--- src/rtl/arb_pkg.sv ---
// Shared definitions for the blram arbiter: default sizes and requester ids.
package arb_pkg;

  localparam int unsigned SIZE_DEF     = 14;
  localparam int unsigned DW_DEF       = 32;
  localparam int unsigned LOCK_MAX_DEF = 16;

  typedef enum logic {
    PORT_A = 1'b0,
    PORT_B = 1'b1
  } port_e;

  // Bits needed to count 0..max_val inclusive.
  function automatic int unsigned cnt_width(input int unsigned max_val);
    return (max_val < 1) ? 1 : $clog2(max_val + 1);
  endfunction

endpackage

--- src/rtl/rr_arb2.sv ---
// Two-way round-robin picker with a bounded burst lock for port B.
module rr_arb2
  import arb_pkg::*;
#(
  parameter int unsigned LOCK_MAX = LOCK_MAX_DEF
) (
  input  logic       clk,
  input  logic       rst,
  input  logic       a_req,
  input  logic       b_req,
  input  logic       b_lock,
  output logic [1:0] gnt
);

  localparam int unsigned  CW      = cnt_width(LOCK_MAX);
  localparam logic [CW-1:0] CNT_MAX = CW'(LOCK_MAX);

  port_e         last_winner_q, last_winner_d;
  logic [CW-1:0] lock_cnt_q, lock_cnt_d;
  logic          lock_full;
  logic          yield;

  // Grant selection and bookkeeping of winner history / lock length.
  always_comb begin
    gnt           = 2'b00;
    last_winner_d = last_winner_q;
    lock_cnt_d    = lock_cnt_q;
    lock_full     = (lock_cnt_q == CNT_MAX);
    // Forced hand-over to A once B has used up its lock budget.
    yield         = !rst && lock_full && a_req;

    if (!rst) begin
      if (a_req && b_req) begin
        if (b_lock && (lock_cnt_q < CNT_MAX)) begin
          gnt[PORT_B] = 1'b1;
        end else if (yield || (last_winner_q == PORT_B)) begin
          gnt[PORT_A] = 1'b1;
        end else begin
          gnt[PORT_B] = 1'b1;
        end
      end else if (a_req) begin
        gnt[PORT_A] = 1'b1;
      end else if (b_req && !yield) begin
        gnt[PORT_B] = 1'b1;
      end
    end

    if (gnt[PORT_A]) begin
      last_winner_d = PORT_A;
      lock_cnt_d    = '0;
    end else if (gnt[PORT_B]) begin
      last_winner_d = PORT_B;
      if (!b_lock) begin
        lock_cnt_d = '0;
      end else if (!lock_full) begin
        lock_cnt_d = lock_cnt_q + CW'(1);
      end
    end
  end

  always_ff @(posedge clk) begin
    if (rst) begin
      last_winner_q <= PORT_B;
      lock_cnt_q    <= '0;
    end else begin
      last_winner_q <= last_winner_d;
      lock_cnt_q    <= lock_cnt_d;
    end
  end

endmodule

--- src/rtl/blram_arbiter.sv ---
// Shares one single-port blram between the CPU (port A) and a DMA/loader
// (port B); muxes the winner onto the RAM and steers read data back.
module blram_arbiter
  import arb_pkg::*;
#(
  parameter int unsigned SIZE     = SIZE_DEF,
  parameter int unsigned DW       = DW_DEF,
  parameter int unsigned LOCK_MAX = LOCK_MAX_DEF
) (
  input  logic            clk,
  input  logic            rst,

  input  logic            a_req,
  input  logic            a_we,
  input  logic [SIZE-1:0] a_addr,
  input  logic [DW-1:0]   a_wdata,
  output logic            a_gnt,
  output logic            a_rvalid,
  output logic [DW-1:0]   a_rdata,

  input  logic            b_req,
  input  logic            b_we,
  input  logic [SIZE-1:0] b_addr,
  input  logic [DW-1:0]   b_wdata,
  input  logic            b_lock,
  output logic            b_gnt,
  output logic            b_rvalid,
  output logic [DW-1:0]   b_rdata,

  output logic            ram_we,
  output logic [SIZE-1:0] ram_addr,
  output logic [DW-1:0]   ram_wdata,
  input  logic [DW-1:0]   ram_rdata
);

  logic [1:0] gnt;
  logic       a_rvalid_q, a_rvalid_d;
  logic       b_rvalid_q, b_rvalid_d;

  rr_arb2 #(
    .LOCK_MAX (LOCK_MAX)
  ) u_rr (
    .clk    (clk),
    .rst    (rst),
    .a_req  (a_req),
    .b_req  (b_req),
    .b_lock (b_lock),
    .gnt    (gnt)
  );

  // RAM drive: B only when it wins, otherwise A's bus with writes gated off.
  always_comb begin
    a_gnt     = gnt[PORT_A];
    b_gnt     = gnt[PORT_B];
    ram_addr  = a_addr;
    ram_wdata = a_wdata;
    ram_we    = a_we && a_gnt;
    if (b_gnt) begin
      ram_addr  = b_addr;
      ram_wdata = b_wdata;
      ram_we    = b_we;
    end
    // One-hot return tag: which port owns the data arriving next cycle.
    a_rvalid_d = a_gnt && !a_we;
    b_rvalid_d = b_gnt && !b_we;
  end

  always_ff @(posedge clk) begin
    if (rst) begin
      a_rvalid_q <= 1'b0;
      b_rvalid_q <= 1'b0;
    end else begin
      a_rvalid_q <= a_rvalid_d;
      b_rvalid_q <= b_rvalid_d;
    end
  end

  assign a_rvalid = a_rvalid_q;
  assign b_rvalid = b_rvalid_q;
  assign a_rdata  = ram_rdata;
  assign b_rdata  = ram_rdata;

endmodule

--- config.mk ---
export PLATFORM = sky130hd
export DESIGN_NAME = blram_arbiter
export DESIGN_NICKNAME = d
export VERILOG_FILES = /design/src/rtl/arb_pkg.sv /design/src/rtl/rr_arb2.sv /design/src/rtl/blram_arbiter.sv
export SDC_FILE = /design/constraint.sdc
export NUM_CORES = 1
export LEC_CHECK = 0
export ABC_CLOCK_PERIOD_IN_PS = 4300
export CAP_MARGIN = 10
export CORE_AREA = 5 5 92 94
export CTS_CLUSTER_SIZE = 25
export DETAILED_ROUTE_END_ITERATION = 7
export DIE_AREA = 0 0 97 99
export PLACE_DENSITY = 0.76
export SLEW_MARGIN = 5
export SYNTH_ARGS = -nofsm -noshare
export SYNTH_HDL_FRONTEND = slang
export SYNTH_SLANG_ARGS = --single-unit
--- constraint.sdc ---
create_clock -name clk -period 4.3 [get_ports clk]
set_clock_uncertainty 0.15 [all_clocks]
set_input_delay 1.075 -clock clk [delete_from_list [all_inputs] [get_ports clk]]
set_output_delay 1.075 -clock clk [all_outputs]
set_load 0.01 [all_outputs]
==> flow_summary.yaml <==
status:
  status: "complete, but fails checks"
  failed_checks: "setup timing"
place:
  dp_hpwl_um: 4710
  gp_congestion: 0.834
  io_buffers: 149
  dp_slack_ns: -0.200
grt:
  grt_max_degree: 18
  grt_pass1_wl_um: 9200
  grt_pass1_vias: 1673
  antenna_found_initial: 0
  grt_overflow_total: 0
  grt_usage_pct: 11.6
timing:
  worstMarginPinSlew_ns: 0.503
  slew_violations: 0
  hold_viol: 0
  period_minus_slack_ns: 4.39
  max_freq_mhz: 228
  rsz0062_at_grt: "yes"
  tns_ns: -0.324
  slew_headroom_pct: 66.2
  setup_viol: 5
  fin_crit_sh_pct: 102
  worst_slack_ns: -0.0864
critical_path:
  cp.required_ns: 3.07
  worst-endpoint-arrival_ns: 3.16
  end_kind: "primary output"
  path_max_fanout: 8
  crit_type: "in2out"
  crit_path_start_kind: "primary input"
clocking:
  root_buffer: "clkbuf_8"
  cts_buffers: 3
  clk_path_buf_depth: 2
  clk_pin_slew_ns: 0.04
  cts_sinks: 8
  postCtsHoldBufs: 0
  htreeDepth: 1
  clkLatencyLatePin_ns: 0.22
  cts_tree: "done"
logic_synthesis:
  synth_top_family_by_area: "buffers and inverters"
  synthSimpleGateAreaFrac_pct: 11.5
  ys_types: 35
  synth_top_area_cell: "mux2_2"
  netlist_instances: 169
  ys_ff_latch: 8
  synth_warnings: 0
  synth_area_per_cell_um2: 9.14
  seq_area_frac_synth_pct: 10.4
  netlist_top_cells_area: "mux2_2 (34%), buf_4 (31%), dfxtp_1 (10%), buf_6 (3.6%), nand4bb_4 (1.8%)"
  syn-num-nets: 302
  synthAdderAreaFrac_pct: 1.62
  synth_area_um2: 1550
  synth.top_cell.area_share_pct: 33.5
  synth_compound_area_share_pct: 7.04
  yosys-mux-area-fraction_pct: 33.5
  synth-xor-area-share_pct: 0
floorplan:
  die_y_um: 99
  start_util_pct: 20.4
  io_pins: 246
  die-width_um: 97
  fp.coreArea_um2: 7570
  die_area_um2: 9600
  num_rows: 32
power_and_ir_drop:
  irDropWorstVdd_mv: 0.151
  power.density_nw_per_um2: 162
  p_leak_nw: 1.16
layout:
  drive_gt1_share_pct: 26.1
  layout.nets: 399
  num-fill-cells: 746
  area_growth_pct: 81.4
  post-route-util_pct: 37.0
  n_antenna_cell: 0
drt:
  dr.pass1.iters: 4
  via_count: 1498
  dr_wl_met3_um: 631
  drc: 0
  ant_nets: 0
  viasPerCell: 4.09
  wl_per_cell_um: 16.2
  routed.top_layer: "met4"
  routed_wl_um: 5920
  wl_met2_um: 2820
  first_iter_violations: 16
  wl_met1_um: 2320
run:
  cap_violations: 0
worst_hold_path:
  holdCritPathClass: "reg2reg"
synthesized netlist by cell type (all sizes together):
cell	number
and4bb	2
inv	5
nand4	1
nand3	1
nor3b	2
a31oi	2
and2b	1
dfxtp	8
nor2b	1
and3	1
nor4	1
a41oi	1
mux2	46
a22o	1
buf	69
a21oi	4
a32oi	1
a21o	1
a211oi	2
or4	1
nand4bb	1
or2	1
or2b	1
nand2	2
nor2	4
nor3	2
ha	2
nand2b	1
o21ai	3
nand3b	1
where the power goes:
group	switching, mW	internal, mW
sequential	0.00137	0.0766
combinational	0.0969	0.194
clock	0.0260	0.0603
total	0.124	0.330
final cells by class:
class | count | area, um2 | share of cell area, %
multi-input combinational | 87 | 835 | 29.8
tap | 102 | 128 | 4.55
inverter | 5 | 18.8 | 0.670
timing repair buffer | 161 | 1620 | 57.8
clock buffer | 3 | 41.3 | 1.47
sequential | 8 | 160 | 5.71
sequential cells by signal, summed over array words and instances (netlist names):
name and cells:
b_rvalid 1, a_rvalid 1, u_rr.lock_cnt_q 5, u_rr.last_winner_q 1
metal layers:
| metal | vias to the layer above | track usage [%] |
|---|---|---|
| li1 | 714 | - |
| met1 | 654 | 13.4 |
| met2 | 103 | 19.4 |
| met3 | 27 | 4.60 |
| met4 | 0 | 4.32 |
| met5 | - | 0 |
logic make-up (layout without fill, tap and decap cells):
| group | count (synthesis) | count (layout) |
|---|---|---|
| adders and majority gates | 2 | 2 |
| and+or+nand+nor | 24 | 24 |
| buffers and inverters | 74 | 169 |
| muxes | 46 | 46 |
| AOI/OAI and AO/OA | 15 | 15 |
| DFF | 8 | 8 |
worst paths after layout:
kind / startpoint / end / slack (ns) / cells after the start
setup / recovery: rst / ram_wdata[30] / -0.09 / 7
hold / removal: u_rr.lock_cnt_q[1]$_SDFFE_PP0P_ / u_rr.lock_cnt_q[1]$_SDFFE_PP0P_ / 0.36 / 2
setup reg to reg: u_rr.lock_cnt_q[0]$_SDFFE_PP0P_ / u_rr.lock_cnt_q[3]$_SDFFE_PP0P_ / 2.16 / 9
hold reg to reg: u_rr.lock_cnt_q[1]$_SDFFE_PP0P_ / u_rr.lock_cnt_q[1]$_SDFFE_PP0P_ / 0.36 / 2
through the flow:
stage	hold WS [ns]	area [um2]	power, mW	cells
final	0.363	2800	0.455	366
after CTS	0.371	2760	0.465	366
after floorplan	0.327	1550	0.249	169
after detailed placement	0.365	2690	0.380	358
after global placement	0.347	2690	0.378	358
after global routing	0.409	2800	0.484	366
layout by cell type, fill, tap and decap left out, types with 2 or more instances in the layout:
cell and count:
clkdlybuf4s50_1 107, mux2_2 46, dlygate4sd2_1 24, dlymetal6s2s_1 10, dfxtp_1 8, clkdlybuf4s15_1 8, buf_4 7, inv_1 4
nor2_1 4, a21oi_1 4, clkbuf_8 3, buf_6 3, nand2_1 2, a31oi_1 2, o21ai_1 2, nor3_1 2
ha_1 2
what timing repair did:
action                     in CTS  in global routing
resized for setup              37                 19
cloned                          2                  0
setup buffers                   3                  0
setup endpoints to repair      48                 17
pin swaps                       1                  0
critical path: stages:
cell	delay, ns
clkdlybuf4s50_1	0.49
and4bb_4	0.25
a211oi_4	0.21
buf_4	0.18
buf_6	0.14
mux2_2	0.34
clkdlybuf4s50_1	0.48
No activity file was read; power rests on OpenSTA's default activity.
